[src/rtl/run_monitor_pkg.sv]
// Shared definitions for the run supervisor: state encodings, default addresses, enable levels.
// RUN_MONITOR_WATCH_EN adds the default watch address.
package run_monitor_pkg;

    localparam int DEF_DATA_W = 32;

    localparam logic ENABLE  = 1'b1;
    localparam logic DISABLE = 1'b0;

    localparam logic [31:0] DEF_FINISH_ADDR = 32'h80;
`ifdef RUN_MONITOR_WATCH_EN
    localparam logic [31:0] DEF_WATCH_ADDR = 32'h7C;
`endif

    typedef enum logic [1:0] {
        ST_RUN      = 2'd0,
        ST_DUMP_RD  = 2'd1,
        ST_DUMP_OUT = 2'd2,
        ST_DONE     = 2'd3
    } state_t;

endpackage

[src/rtl/run_monitor_sat_counter.sv]
// Up-counter that sticks at all-ones instead of wrapping; cleared by async reset.
module sat_counter #(
    parameter int W = 32
) (
    input  logic         clk,
    input  logic         rst_n,
    input  logic         en,
    input  logic         inc,
    output logic [W-1:0] q
);

    always_ff @(posedge clk or negedge rst_n) begin
        if (!rst_n) begin
            q <= '0;
        end else if (en && inc && (q != '1)) begin
            q <= q + W'(1);
        end
    end

endmodule

[src/rtl/run_monitor.sv]
// Run supervisor: counts cycles/stalls/retires, ends on finish store or timeout, then streams dmem.
// Optional RUN_MONITOR_WATCH_EN counts stores to WATCH_ADDR.
//
// state       | meaning
// ST_RUN      | counting; watching for finish store or cycle limit
// ST_DUMP_RD  | dump_addr presents index, dmem word captured next edge
// ST_DUMP_OUT | dump word valid, waiting for dump_ready
// ST_DONE     | dump finished; terminal until reset
module run_monitor
    import run_monitor_pkg::*;
#(
    parameter int                DATA_W      = DEF_DATA_W,
    parameter int                CNT_W       = 32,
    parameter logic [DATA_W-1:0] FINISH_ADDR = DATA_W'(DEF_FINISH_ADDR),
    parameter int                MAX_CYCLES  = 100,
    parameter int                DUMP_WORDS  = 50,
    parameter int                IDX_W       = 16
`ifdef RUN_MONITOR_WATCH_EN
    ,
    parameter logic [DATA_W-1:0] WATCH_ADDR  = DATA_W'(DEF_WATCH_ADDR)
`endif
) (
    input  logic              clk,
    input  logic              rst_n,
    input  logic              stall,
    input  logic              retire,
    input  logic [DATA_W-1:0] daddr,
    input  logic              we,
    input  logic [DATA_W-1:0] wdata,
    output logic [CNT_W-1:0]  cycle_cnt,
    output logic [CNT_W-1:0]  stall_cnt,
    output logic [CNT_W-1:0]  retire_cnt,
    output logic [DATA_W-1:0] finish_data,
    output logic              timeout,
    output logic [IDX_W-1:0]  dump_addr,
    input  logic [DATA_W-1:0] dump_rdata,
    output logic              dump_valid,
    input  logic              dump_ready,
    output logic [DATA_W-1:0] dump_data,
    output logic [IDX_W-1:0]  dump_idx,
    output logic              done,
    output logic [CNT_W-1:0]  watch_cnt
);

    // Compare in at least 32 bits so a narrow counter cannot alias the limit.
    localparam int CMP_W = (CNT_W > 32) ? CNT_W : 32;
    localparam logic [CMP_W-1:0] LAST_CYCLE = CMP_W'($unsigned(MAX_CYCLES - 1));
    localparam logic [IDX_W-1:0] LAST_IDX   = IDX_W'($unsigned(DUMP_WORDS - 1));

    state_t           state;
    logic [IDX_W-1:0] idx;
    logic             finish_hit;
    logic             timeout_hit;
    logic             cnt_en;

    assign finish_hit  = we && (daddr == FINISH_ADDR);
    assign timeout_hit = (CMP_W'(cycle_cnt) == LAST_CYCLE);
    assign cnt_en      = (state == ST_RUN) && !finish_hit;
    assign dump_addr   = idx;

    sat_counter #(.W(CNT_W)) u_cycle (
        .clk   (clk),
        .rst_n (rst_n),
        .en    (cnt_en),
        .inc   (ENABLE),
        .q     (cycle_cnt)
    );

    sat_counter #(.W(CNT_W)) u_stall (
        .clk   (clk),
        .rst_n (rst_n),
        .en    (cnt_en),
        .inc   (stall),
        .q     (stall_cnt)
    );

    sat_counter #(.W(CNT_W)) u_retire (
        .clk   (clk),
        .rst_n (rst_n),
        .en    (cnt_en),
        .inc   (retire),
        .q     (retire_cnt)
    );

`ifdef RUN_MONITOR_WATCH_EN
    logic watch_hit;
    assign watch_hit = we && (daddr == WATCH_ADDR);

    sat_counter #(.W(CNT_W)) u_watch (
        .clk   (clk),
        .rst_n (rst_n),
        .en    (cnt_en),
        .inc   (watch_hit),
        .q     (watch_cnt)
    );
`else
    assign watch_cnt = '0;
`endif

    always_ff @(posedge clk or negedge rst_n) begin
        if (!rst_n) begin
            state       <= ST_RUN;
            idx         <= '0;
            finish_data <= '0;
            timeout     <= DISABLE;
            dump_valid  <= DISABLE;
            dump_data   <= '0;
            dump_idx    <= '0;
            done        <= DISABLE;
        end else begin
            case (state)
                ST_RUN: begin
                    // Finish takes priority over a timeout landing in the same cycle.
                    if (finish_hit) begin
                        finish_data <= wdata;
                        state       <= ST_DUMP_RD;
                    end else if (timeout_hit) begin
                        timeout <= ENABLE;
                        state   <= ST_DUMP_RD;
                    end
                end
                ST_DUMP_RD: begin
                    dump_data  <= dump_rdata;
                    dump_idx   <= idx;
                    dump_valid <= ENABLE;
                    state      <= ST_DUMP_OUT;
                end
                ST_DUMP_OUT: begin
                    if (dump_ready) begin
                        dump_valid <= DISABLE;
                        if (idx == LAST_IDX) begin
                            done  <= ENABLE;
                            state <= ST_DONE;
                        end else begin
                            idx   <= idx + IDX_W'(1);
                            state <= ST_DUMP_RD;
                        end
                    end
                end
                ST_DONE: begin
                    state <= ST_DONE;
                end
                default: begin
                    state <= ST_RUN;
                end
            endcase
        end
    end

endmodule

[config.mk]
export PLATFORM = sky130hd
export DESIGN_NAME = run_monitor
export DESIGN_NICKNAME = d
export VERILOG_FILES = /design/src/rtl/run_monitor_pkg.sv /design/src/rtl/run_monitor_sat_counter.sv /design/src/rtl/run_monitor.sv
export SDC_FILE = /design/constraint.sdc
export NUM_CORES = 1
export LEC_CHECK = 0
export CAP_MARGIN = 20
export CORE_UTILIZATION = 45
export CTS_BUF_LIST = sky130_fd_sc_hd__clkbuf_2
export DETAILED_ROUTE_END_ITERATION = 10
export MAX_ROUTING_LAYER = met4
export PLACE_DENSITY = 0.91
export SYNTH_ARGS = -nofsm -noshare
export SYNTH_HDL_FRONTEND = slang
export SYNTH_SLANG_ARGS = --single-unit
[constraint.sdc]
create_clock -name clk -period 3.2 [get_ports clk]
set_input_delay 0.8 -clock clk [delete_from_list [all_inputs] [get_ports clk]]
set_output_delay 0.8 -clock clk [all_outputs]
set_load 0.02 [all_outputs]
== Yosys cells after proc, flatten, opt, wreduce, memory -nomap -nowiden ==
Index checks and enable logic that the tools add are counted.

* Equal/unequal tests: 11
* Divide/modulo/power cells: 0
* Muxes and demuxes: 7
* Shifts and indexed selects: 0
* Order comparisons: 0
* Reduce and logical (&&, ||, !) cells: 16
* $mul: 0
* Bitwise gates (word level): 2
* Add/sub/neg operators: 4

{| class="wikitable"
|+ Operators with widths
! cell !! number
|-
| adder 32 x 1 -> 32 bit (second input constant) || 3
|-
| != test 32 bit (second input constant) || 3
|-
| == test 32 x 7 -> 1 bit (second input constant) || 1
|-
| == test 32 x 8 -> 1 bit (second input constant) || 1
|-
| adder 16 x 1 -> 16 bit (second input constant) || 1
|-
| == test 16 x 6 -> 1 bit (second input constant) || 1
|-
| AND reduction 3 bit || 3
|-
| 2-to-1 mux 2 bit || 4
|-
| case mux 2 bit (4 select lines) || 1
|-
| logical AND 1 bit || 7
|-
| AND reduction 2 bit || 3
|-
| == test 2 bit (second input constant) || 2
|-
| != test 3 bit (second input constant) || 1
|-
| == test 2 x 1 -> 1 bit (second input constant) || 1
|-
| logical NOT 2 bit || 1
|-
| != test 2 bit (second input constant) || 1
|-
| NOT 1 bit || 2
|-
| case mux 1 bit (2 select lines) || 1
|-
| nonzero test 2 bit || 1
|-
| logical NOT 1 bit || 1
|-
| 2-to-1 mux 1 bit || 1
|}

* Word-level logic and storage cells: 51
* Bits in read-only memories: 0
* Output and inout bits: 227
* Memories kept: 0
* RAM bits: 0
* Register bits: 197
* Latch bits: 0

== Depth between registers and ports, before layout ==
Gate-level depths: netlist of run 1.

* Depth in word-level cells: 6
* Mapped depth: 8
* Gate-level depth less buffers: 6

== By module ==
Synthesis of run 1 repeated with hierarchy kept, for this count alone.

* Cell total of the unflattened synthesis: 734
* Area total of the unflattened synthesis: 9038.7 µm²

{| class="wikitable"
|+ Modules (own cells, without submodules)
! module !! area an instance (µm²) !! times used !! cells an instance
|-
| sat_counter || 1552.7 || 3 || 139
|-
| run_monitor || 4380.5 || 1 || 317
|}

== Least setup slack after synthesis of run 1 ==
No wires, ideal clock.

* Kind: input -> register
* From: input daddr[1]
* To: register u_retire.q[1]
* Cell stages on the path: 7
* Data required time: 3.072 ns
* Setup slack: 0.779 ns
* Library setup time: 0.128 ns
* Arrival: 2.293 ns
* Path through: nor4b_1 -> nand4_1 -> o31ai_1 -> buf_2 -> buf_2 -> nor2_2 -> mux2_1

* Word-level cells in the longest chain between the ends: 6

{| class="wikitable"
|+ RTL lines
! element !! line !! text
|-
| start: declaration || run_monitor.sv:27 || <nowiki>input logic [DATA_W-1:0] daddr,</nowiki>
|-
| == test 32 x 8 -> 1 bit || run_monitor.sv:56 || <nowiki>assign finish_hit = we && (daddr == FINISH_ADDR);</nowiki>
|-
| logical AND 1 bit || run_monitor.sv:56 ||
|-
| logical NOT 1 bit || run_monitor.sv:58 || <nowiki>assign cnt_en = (state == ST_RUN) && !finish_hit;</nowiki>
|-
| logical AND 1 bit || run_monitor.sv:58 ||
|-
| logical AND 1 bit (2 in series) || run_monitor_sat_counter.sv:15 || <nowiki>end else if (en && inc && (q != '1)) begin</nowiki>
|-
| end signal: assignment || run_monitor_sat_counter.sv:16 || <nowiki>q <= q + W'(1);</nowiki>
|-
| end: declaration || run_monitor_sat_counter.sv:9 || <nowiki>output logic [W-1:0] q</nowiki>
|}

Every way passes these cells.
A chain may end at the register's enable or synchronous reset.

== Final worst setup path of run 1 ==
* From: register u_retire.q[12]
* To: output retire_cnt[12]

{| class="wikitable"
|+ RTL lines
! element !! line !! text
|-
| end: declaration || run_monitor.sv:32 || <nowiki>output logic [CNT_W-1:0] retire_cnt,</nowiki>
|}

No word-level cell between the ends.

==> impl_results.md, run 1 <==
* Reg-to-reg startpoint: u_retire.q[15]
* Most common cell in the netlist: sky130_fd_sc_hd__dfrtp_1
* WL/cell at between 15 and 20 um
* Worst-path clk slew at between 300 and 400 ps
* Chip Height at between 100 and 150 um
* 1st-pass router iterations at 5
* Sort of element at the end of the critical path: primary output
* Number of nets in the layout at 1,204
* Die area at 0.0210 sq mm
* Util after Layout at 64.3%
* Area of the core at between 0.015 and 0.02 sq mm
* Leading cell types by count after synthesis: 197 x sky130_fd_sc_hd__dfrtp_1, 84 x sky130_fd_sc_hd__xor2_1, 79 x sky130_fd_sc_hd__mux2_2, 58 x sky130_fd_sc_hd__nor4_1, 57 x sky130_fd_sc_hd__nand2_1
* Number of antenna violations at the first check in global routing at 2
* Synthesis-stage register bit count at roughly 200
* Total length of routed wires at between 20,000 and 30,000 um
* Library cell with the largest summed area after synthesis: sky130_fd_sc_hd__dfrtp_1
* Half-perimeter wire length of the detailed placement result at 19,000 um
* Global-route wire length before repair at between 40,000 and 50,000 um
* Final total power at between 6000 and 7000 uW
* Post-CTS Setup Bufs at 0
* Residual DRC at 0
* Arrival time of the worst setup path at roughly 2000 ps
* Max Cap Viol at 0
* Final hold violation count at 0
* Final setup margin at about 360 ps
* Inserted Clock Buffers at 17
* Setup WS pre-CTS at around 19 ps
* Fraction of registers with async set or reset after synthesis at 100%
* Mean Syn Cell Area at 11.6 sq um
* Initial core utilization at approximately 47%
* Worst-path cell with the longest stage delay: sky130_fd_sc_hd__clkdlybuf4s50_1
* Vias in the first global route at slightly above 7,000
* Kind of cell adding the most delay to the critical path: buffers and inverters
* Minimum period implied by the final worst setup slack at around 2800 ps
* Buffering stage count on the worst path with inverters included at 1
* Leakage at roughly 0.0058 uW
* Cells after DPL at between 1,000 and 1,500
* Startpoint of the worst hold path: u_stall.q[12]
* # IOs at about 330
* CP required at between 2000 and 2500 ps
* Violation count after the first detailed-routing iteration at ~500
* Beginning of the critical path: u_retire.q[12]
* Routed via count divided by cell count at between 5 and 6
* Std cell rows at 51
* Overall track demand over capacity in global routing at approximately a quarter
* Top cells by area, synth: sky130_fd_sc_hd__dfrtp_1 54%, sky130_fd_sc_hd__mux2_2 9.7%, sky130_fd_sc_hd__xor2_1 8.0%, sky130_fd_sc_hd__nor4_1 3.9%, sky130_fd_sc_hd__buf_4 2.9%
* Clk Latency, worst-skew pair at just under 800 ps
* Share of final-layout standard cells stronger than drive strength 1 at between 10% and 20%
* Total of buffers placed on input and output ports at a little under 300
* Seq/Total Area, Yosys at 53.5%
* Post-Synthesis Cell Area at a little over 0.009 sq mm
* Clock root buffer: sky130_fd_sc_hd__clkbuf_2
* X dimension of the die at about 150 um
* Most used DFF post-synth: sky130_fd_sc_hd__dfrtp_1
* Power density over cell area at roughly 500 mW/mm^2
* Final instance count without filler cells at roughly 1,400
* Gate count of the mapped netlist at ~800
* Remaining Overflow, GRT at 0
* Setup skew after layout at between 40 and 50 ps
* Number of sinks driven by the clock tree at 197
* FMAX at between 300 and 400 MHz
* Worst hold-check path type: reg -> reg
* Post-CTS Resized at 0
* Max-Slew Margin vs Limit at between 30% and 40%
* Largest net degree at the start of global routing at between 70 and 80
* Worst IR drop on VDD at between 0.2 and 0.25 mV
* Maximum cell stage delay along the critical path at approximately 680 ps
* Unrepaired setup endpoints after global routing: no
* Routed vias at approximately 7,400
* Maximum fanout encountered on the critical timing path at 6
* CTS H-tree lvls at 4
* Remaining antenna violation count at 0
* Syn-to-layout area delta at 38.0%
* Final weighted congestion of routability-driven global placement at around 0.92
* Clock buffer depth at 2
* Synth top area share at between 50 and 60%
* Number of setup violations in the final report at 0
* Status: complete, no violations
* YS warnings at 0
* CP startpoint kind: flip-flop
* Setup tns final at 0 ps
* Distinct cells, synth at 47
* Final Max Slew Viols at 0
* TritonCTS clock tree: built
* Worst Path Class, Setup: reg -> out
* Crit-path cells: clkdlybuf4s50_1
* Number of flops mapped to enable cells by yosys at 0
* Worst Tran Pin Value at between 1000 and 1500 ps
* Fin crit share at 88.6%
[what timing repair did]
action                                  in CTS  in global routing
endpoints found under the setup margin       0                  0
hold endpoints to repair                    71                  0
hold buffers                                 1                  0
[logic make-up after synthesis]
logic type               after synthesis  synth area share, %
AND/OR/NAND/NOR                      317                 19.5
flip-flops                           197                 53.5
XOR/XNOR                             108                 10.3
multiplexers                          84                 10.3
buffers and inverters                 74                 4.74
AO/OA/AOI/OAI                          9                0.938
adder cells (fa/ha/maj)                5                0.679
other                                  1               0.0407
[area by class of cell]
class / count / area [sq um]
Antenna cell: 2 / 5.00
Clock buffer: 17 / 85.1
Clock inverter: 15 / 163
Fill cell: 1495 / 7070
Inverter: 12 / 45.0
Multi-Input combinational cell: 555 / 4000
Sequential cell: 197 / 4930
Tap cell: 265 / 332
Timing Repair Buffer: 314 / 3150
[state kept, by name, summed over array words and instances, names as in the netlist]
name,count
done,1
dump_addr,16
dump_data,32
dump_idx,16
dump_valid,1
finish_data,32
state,2
timeout,1
u_cycle.q,32
u_retire.q,32
u_stall.q,32
[metrics by stage]
step           hold slack, ps  area, sq um
2_1_floorplan             504         9320
3_3_place_gp              442        12400
3_5_place_dp              470        12400
4_1_cts                   481        12700
5_1_grt                   501        12700
6_report                  516        12700
[metal layers]
| layer | wire length (um) | vias up | global-route usage [%] | share of wire [%] |
|---|---|---|---|---|
| met5 | 0 | - | - | 0 |
| met4 | 692 | 0 | 9.57 | 2.7 |
| met3 | 1740 | 47 | 5.41 | 6.9 |
| met2 | 12900 | 346 | 41.5 | 51 |
| met1 | 9960 | 3658 | 29.8 | 39 |
| li1 | - | 3397 | - | - |
[placed cells by master, fill, tap and decap left out, types with 3 or more instances in the layout]
master / count
sky130_fd_sc_hd__nand3_1: 37
sky130_fd_sc_hd__and3_1: 14
sky130_fd_sc_hd__inv_1: 11
sky130_fd_sc_hd__clkbuf_2: 17
sky130_fd_sc_hd__inv_6: 3
sky130_fd_sc_hd__nor4_4: 4
sky130_fd_sc_hd__and2_1: 9
sky130_fd_sc_hd__nand2_1: 57
sky130_fd_sc_hd__ha_1: 5
sky130_fd_sc_hd__nor4b_1: 6
sky130_fd_sc_hd__clkdlybuf4s50_1: 295
sky130_fd_sc_hd__mux2_1: 4
sky130_fd_sc_hd__xor2_1: 84
sky130_fd_sc_hd__buf_4: 13
sky130_fd_sc_hd__conb_1: 32
sky130_fd_sc_hd__nor4_1: 58
sky130_fd_sc_hd__nor3b_1: 3
sky130_fd_sc_hd__nor3_1: 43
sky130_fd_sc_hd__xnor2_1: 24
sky130_fd_sc_hd__mux2_2: 79
sky130_fd_sc_hd__buf_12: 4
sky130_fd_sc_hd__inv_8: 4
sky130_fd_sc_hd__or3_1: 5
sky130_fd_sc_hd__nand4_1: 38
sky130_fd_sc_hd__and4_1: 5
sky130_fd_sc_hd__dfrtp_1: 197
sky130_fd_sc_hd__nor2_1: 21
sky130_fd_sc_hd__clkinvlp_4: 3
sky130_fd_sc_hd__or4_1: 5
[power by group]
group          switching [uW]  leakage, uW  internal, uW
Combinational             930      0.00301          1010
Sequential                294      0.00262          2820
Clock                     937     0.000142           319
[worst paths after layout]
path / end / slack, ps / cells after the start
worst max-delay path: retire_cnt[12] / 360 / 1
worst min-delay path: u_stall.q[12] / 520 / 1
worst max register to register: u_retire.q[1] / 690 / 5
worst min register to register: u_stall.q[12] / 520 / 1
max in group asynchronous: u_stall.q[24] / 1870 / 3
min in group asynchronous: u_retire.q[16] / 530 / 2
Note: power is estimated with default switching activity, not from simulation.
==> inputs of run 2 (changes only) <==
--- a/config.mk
+++ b/config.mk
@@ -6,11 +6,12 @@
 export NUM_CORES = 1
 export LEC_CHECK = 0
 export CAP_MARGIN = 20
-export CORE_UTILIZATION = 45
+export CORE_UTILIZATION = 50
 export CTS_BUF_LIST = sky130_fd_sc_hd__clkbuf_2
 export DETAILED_ROUTE_END_ITERATION = 10
 export MAX_ROUTING_LAYER = met4
-export PLACE_DENSITY = 0.91
+export PLACE_DENSITY = 0.95
+export SKIP_CTS_REPAIR_TIMING = 1
 export SYNTH_ARGS = -nofsm -noshare
 export SYNTH_HDL_FRONTEND = slang
 export SYNTH_SLANG_ARGS = --single-unit
==> run 2 against run 1 <==
Against the previous run: routed wire length increased by 1.9%; critical endpoint is now cycle_cnt[24]; cell count decreased by 2.5%; sequential share of layout area increased by 0.16 points; critical path type unchanged; clock-buffer cell count unchanged; worst setup slack improved by 68 ps; non-clock buffer count increased by 1; first-iteration DRC count decreased by 23%; register-to-register slack improved by 20 ps; largest cell class unchanged; sequential power about the same; global-route usage increased by 3.1 points.
==> impl_results.md, run 2 (synthesized netlist as in run 1, its figures left out) <==
* Setup tns final at 0 ps (unchanged)
* Final weighted congestion of routability-driven global placement at 0.931 (+1.3%)
* Clock root buffer: sky130_fd_sc_hd__clkbuf_2
* Violation count after the first detailed-routing iteration at 385 (-23%)
* FMAX at 361 MHz (+2.5%)
* Area of the core at 0.0180 sq mm (-8.9%)
* Fill cell instance count of the final layout at 1,289 (-14%)
* Final instance count without filler cells at 1,342 (-2.5%)
* Global-route wire length before repair at 39,500 um (-2.1%)
* Worst Tran Pin Value at 788 ps (-229 ps)
* Half-perimeter wire length of the detailed placement result at 19,500 um (+2.8%)
* Maximum fanout encountered on the critical timing path at 7 (+1)
* Max Cap Viol at 0 (unchanged)
* Reg2Reg Setup Slack at 710 ps (+20 ps)
* Fin crit share at 86.5% (-2.1 points)
* Standard cell area after detailed placement at 0.0124 sq mm (-0.30%)
* Power density over cell area at 496 mW/mm^2 (-0.11%)
* Crit-path cells: clkdlybuf4s50_1
* Worst-path clk slew at 290 ps (-30 ps)
* Worst IR drop on VDD at 0.570 mV (+170%)
* Final Max Slew Viols at 0 (unchanged)
* Cells after DPL at 1,307 (-2.6%)
* Initial core utilization at 51.1% (+4.5 points)
* Routed via count divided by cell count at 5.59 (+3.3%)
* CP required at 2400 ps (about the same)
* Vias in the first global route at 7,474 (+3.1%)
* Minimum period implied by the final worst setup slack at 2770 ps (-67.9 ps)
* Syn-to-layout area delta at 37.5%
* Highest-count cells in the layout ignoring fill and taps: 295 x sky130_fd_sc_hd__clkdlybuf4s50_1, 197 x sky130_fd_sc_hd__dfrtp_1, 84 x sky130_fd_sc_hd__xor2_1
* Total of buffers placed on input and output ports at 296 (unchanged)
* Inserted Clock Buffers at 17 (unchanged)
* Clock buffer depth at 2 (unchanged)
* Util after Layout at 70.2% (+6.0 points)
* CP startpoint kind: flip-flop
* Buffering stage count on the worst path with inverters included at 1 (unchanged)
* Std cell rows at 49 (-3.9%)
* Kind of cell adding the most delay to the critical path: buffers and inverters
* 1st-pass router iterations at 5 (unchanged)
* Worst hold-check path type: reg -> reg
* Arrival time of the worst setup path at 1970 ps (-70 ps)
* Unrepaired setup endpoints after global routing: no
* WL/cell at 19.2 um (+4.6%)
* Share of final-layout standard cells stronger than drive strength 1 at 12.7% (+0.079 points)
* Sequential cell area at 0.00493 sq mm (unchanged)
* Clk Latency, worst-skew pair at 720 ps (-50 ps)
* Number of nets in the layout at 1,205 (+0.083%)
* # IOs at 329 (unchanged)
* Number of antenna violations at the first check in global routing at 2 (unchanged)
* Largest net degree at the start of global routing at 71 (-6.6%)
* Worst Path Class, Setup: reg -> out
* Remaining Overflow, GRT at 0 (unchanged)
* Final total power at 6280 uW (-0.52%)
* Post-layout instance area at 0.0127 sq mm (-0.41%)
* Max-Slew Margin vs Limit at 47.3% (+15 points)
* Remaining antenna violation count at 0 (unchanged)
* CTS H-tree lvls at 4 (unchanged)
* X dimension of the die at 138 um (-5.1%)
* Die area at 0.0190 sq mm (-9.9%)
* Number of setup violations in the final report at 0 (unchanged)
* Maximum cell stage delay along the critical path at 660 ps (-20 ps)
* Chip Height at 138 um (-5.1%)
* Combined area of the multi-input logic cells at 0.00400 sq mm (unchanged)
* Number of sinks driven by the clock tree at 197 (unchanged)
* Residual DRC at 0 (unchanged)
* Status: complete, no violations
* Setup skew after layout at 34.8 ps (-10.4 ps)
* Routed vias at 7,498 (+0.67%)
* Final hold violation count at 0 (unchanged)
* Commonest non-fill, non-tap cell in the layout: sky130_fd_sc_hd__clkdlybuf4s50_1
* Worst-path cell with the longest stage delay: sky130_fd_sc_hd__clkdlybuf4s50_1
* Sort of element at the end of the critical path: primary output
* Overall track demand over capacity in global routing at 28.1% (+3.1 points)
* Leakage at 0.00577 uW (about the same)
* Total length of routed wires at 25,800 um (+1.9%)
* TritonCTS clock tree: built
## run 2: cell count changes in the layout (fill, tap and decap cells not counted)
cell / previous run / this run
sky130_fd_sc_hd__buf_4: 13 / 14
sky130_fd_sc_hd__clkinv_2: 1 / 2
sky130_fd_sc_hd__clkinv_4: 2 / 4
sky130_fd_sc_hd__clkinv_8: 1 / 0
sky130_fd_sc_hd__clkinvlp_4: 3 / 2
sky130_fd_sc_hd__inv_6: 3 / 4
sky130_fd_sc_hd__inv_8: 4 / 2
## run 2: worst paths after layout
check                               from  cells past startpoint             end
max reg2reg                 u_stall.q[1]                      7    u_stall.q[1]
min in group asynchronous          rst_n                      2   u_retire.q[8]
max                        u_cycle.q[24]                      1   cycle_cnt[24]
max in group asynchronous          rst_n                      3  finish_data[8]
min reg2reg                u_stall.q[14]                      1   u_stall.q[14]
min                        u_stall.q[14]                      1   u_stall.q[14]
## run 2: report_power, final
group / internal [uW] / leakage [uW] / switching, uW
Sequential: 2820 / 0.00262 / 291
Combinational: 1010 / 0.00301 / 944
Clock: 306 / 0.000140 / 897
## run 2: through the flow
| stage | hold WS, ps | worst slack (ps) |
|---|---|---|
| floorplan | 504 | 779 |
| global placement | 444 | -20.1 |
| detailed placement | 465 | -91.7 |
| CTS | -40.2 | 342 |
| global route | 536 | 268 |
| finish | 512 | 432 |
## run 2: cell type report
type	count	area share, %
Tap cell	229	2.26
Clock inverter	15	1.17
Antenna cell	2	0.0395
Sequential cell	197	38.9
Clock buffer	17	0.672
Timing Repair Buffer	315	25.0
Multi-Input combinational cell	555	31.6
Inverter	12	0.356
## run 2: metal layers
layer	GRT usage, %	vias to the layer above	share of wire, %
met5	-	-	0
met4	10.0	0	2.3
met3	8.46	51	8.8
met2	46.0	353	51
met1	32.7	3693	37
li1	-	3401	-
==> inputs of run 3 (changes only) <==
--- a/config.mk
+++ b/config.mk
@@ -6,11 +6,11 @@
 export NUM_CORES = 1
 export LEC_CHECK = 0
 export CAP_MARGIN = 20
-export CORE_UTILIZATION = 50
+export CORE_UTILIZATION = 35
 export CTS_BUF_LIST = sky130_fd_sc_hd__clkbuf_2
 export DETAILED_ROUTE_END_ITERATION = 10
 export MAX_ROUTING_LAYER = met4
-export PLACE_DENSITY = 0.95
+export PLACE_DENSITY = 0.76
 export SKIP_CTS_REPAIR_TIMING = 1
 export SYNTH_ARGS = -nofsm -noshare
 export SYNTH_HDL_FRONTEND = slang
==> run 3 against run 2 <==
Against the previous run: cell count grew 8.2%; design area grew 1.9%; total power grew 0.77%; clock-buffer cell count is the same; fmax shrank 0.98%.
==> impl_results.md, run 3 (synthesized netlist as in run 1, its figures left out) <==
* Inserted Clock Buffers at 17 (unchanged)
* Leakage at 0.00584 uW (+1.2%)
* Worst Tran Pin Value at 655 ps (-133 ps)
* Worst hold-check path type: reg -> reg
* Maximum cell stage delay along the critical path at 670 ps (about the same)
* Uppermost routed layer: met4
* Final Max Slew Viols at 0 (unchanged)
* Syn-to-layout area delta at 40.1%
* Amount of wire on met2 after detailed routing at 12,600 um (-4.7%)
* Status: complete, no violations
* Overall track demand over capacity in global routing at 19.1% (-9.0 points)
* Number of sinks driven by the clock tree at 197 (unchanged)
* Number of setup violations in the final report at 0 (unchanged)
* Cells after DPL at 1,418 (+8.5%)
* Routed vias at 7,324 (-2.3%)
* Buffering stage count on the worst path with inverters included at 1 (unchanged)
* Startpoint of the worst hold path: timeout
* Routed via count divided by cell count at 5.04 (-9.7%)
* Residual DRC at 0 (unchanged)
* Final hold violation count at 0 (unchanged)
* Arrival time of the worst setup path at 2000 ps (+30 ps)
* Worst IR drop on VDD at 0.451 mV (-21%)
* Unrepaired setup endpoints after global routing: no
* Maximum fanout encountered on the critical timing path at 8 (+1)
* Beginning of the critical path: dump_addr[11]
* TritonCTS clock tree: built
* X dimension of the die at 164 um (+19%)
* Worst-path cell with the longest stage delay: sky130_fd_sc_hd__clkdlybuf4s50_1
* Power density over cell area at 490 mW/mm^2 (-1.1%)
* Chip Height at 164 um (+19%)
* Std cell rows at 58 (+18%)
* Number of nets in the layout at 1,215 (+0.83%)
* Kind of cell adding the most delay to the critical path: buffers and inverters
* Number of antenna violations at the first check in global routing at 0 (-2)
* 1st-pass router iterations at 5 (unchanged)
* Half-perimeter wire length of the detailed placement result at 18,900 um (-3.3%)
* Share of final-layout standard cells stronger than drive strength 1 at 13.4% (+0.69 points)
* Remaining antenna violation count at 0 (unchanged)
* Sort of element at the end of the critical path: primary output
* Initial core utilization at 36.1% (-15 points)
* DRT met1 WL at 10,300 um (+7.1%)
* FMAX at 358 MHz (-0.98%)
* Crit-path cells: clkdlybuf4s50_1
* Worst-path clk slew at 330 ps (+40 ps)
* Post-layout instance area at 0.0129 sq mm (+1.9%)
* Final instance count without filler cells at 1,452 (+8.2%)
* Clock buffer depth at 2 (unchanged)
* Final setup margin at 405 ps (-27.3 ps)
* Global-route wire length before repair at 38,900 um (-1.6%)
* Standard cell area after detailed placement at 0.0126 sq mm (+1.7%)
* Fill cell instance count of the final layout at 2,239 (+74%)
* Die area at 0.0270 sq mm (+42%)
* Clk Latency, worst-skew pair at 730 ps (about the same)
* Commonest non-fill, non-tap cell in the layout: sky130_fd_sc_hd__clkdlybuf4s50_1
* CP required at 2400 ps (about the same)
* Clock root buffer: sky130_fd_sc_hd__clkbuf_2
* Worst Path Class, Setup: reg -> out
* Area of the core at 0.0255 sq mm (+41%)
* Fin crit share at 87.3% (+0.85 points)
* CTS H-tree lvls at 4 (unchanged)
* CP startpoint kind: flip-flop
* Length of routed met3 wiring at 1820 um (-20%)
* Total of buffers placed on input and output ports at 296 (unchanged)
* Max-Slew Margin vs Limit at 56.3% (+9.0 points)
* Vias in the first global route at 7,120 (-4.7%)
* Setup skew after layout at 57.7 ps (+22.9 ps)
* Setup WS pre-CTS at -111 ps (-19.2 ps)
* Total length of routed wires at 25,100 um (-2.6%)
* Highest-count cells in the layout ignoring fill and taps: 295 x sky130_fd_sc_hd__clkdlybuf4s50_1, 197 x sky130_fd_sc_hd__dfrtp_1, 84 x sky130_fd_sc_hd__xor2_1
* WL/cell at 17.3 um (-10%)
* Remaining Overflow, GRT at 0 (unchanged)
* Max Cap Viol at 0 (unchanged)
* Largest net degree at the start of global routing at 80 (+13%)
* # IOs at 329 (unchanged)
* Violation count after the first detailed-routing iteration at 409 (+6.2%)
* Reg-to-reg startpoint: u_stall.q[0]
* Final weighted congestion of routability-driven global placement at 0.848 (-8.9%)
* Minimum period implied by the final worst setup slack at 2800 ps (+27.3 ps)
-- run 3: cell types whose count changed in the layout (fill, tap and decap cells not counted) --
cell	change
sky130_fd_sc_hd__buf_12	+1
sky130_fd_sc_hd__buf_4	+9
sky130_fd_sc_hd__clkinv_1	+1
sky130_fd_sc_hd__clkinv_2	-2
sky130_fd_sc_hd__clkinv_4	-3
sky130_fd_sc_hd__clkinv_8	+3
sky130_fd_sc_hd__clkinvlp_4	-2
sky130_fd_sc_hd__diode_2	-1
sky130_fd_sc_hd__inv_6	+3
-- run 3: metal layers --
metal	vias to the layer above	global-route usage, %
met2	276	31.8
li1	3417	-
met4	0	4.76
met5	-	-
met1	3607	23.4
met3	24	4.37
-- run 3: worst paths after layout --
kind                             endpoint  slack, ps  cells past startpoint
setup / recovery            dump_addr[11]        400                      1
hold / removal                    timeout        500                      1
setup reg to reg            u_stall.q[19]        670                      7
hold reg to reg                   timeout        500                      1
max in group asynchronous    u_cycle.q[9]       1780                      3
min in group asynchronous  u_retire.q[16]        600                      2
-- run 3: cell type report --
type | instances | area (sq um) | area share [%]
Sequential cell | 197 | 4930 | 38.2
Tap cell | 330 | 413 | 3.20
Clock buffer | 17 | 85.1 | 0.660
Timing Repair Buffer | 325 | 3250 | 25.2
Inverter | 12 | 45.0 | 0.349
Antenna cell | 1 | 2.50 | 0.0194
Multi-Input combinational cell | 555 | 4000 | 31.0
Clock inverter | 15 | 175 | 1.36
-- run 3: per-stage QoR --
step	utilization [%]	hold slack, ps	setup TNS, ps	total power, uW
floorplan	-	504	0	4070
global placement	49.6	446	-4850	5060
detailed placement	49.6	453	-6260	5100
CTS	50.6	-49.2	0	6430
global route	50.6	465	0	6700
finish	50.6	499	0	6320
-- run 3: power by group --
group	switching [uW]	internal, uW	leakage (uW)
clock	958	334	0.000155
combinational	937	1010	0.00307
sequential	260	2820	0.00262
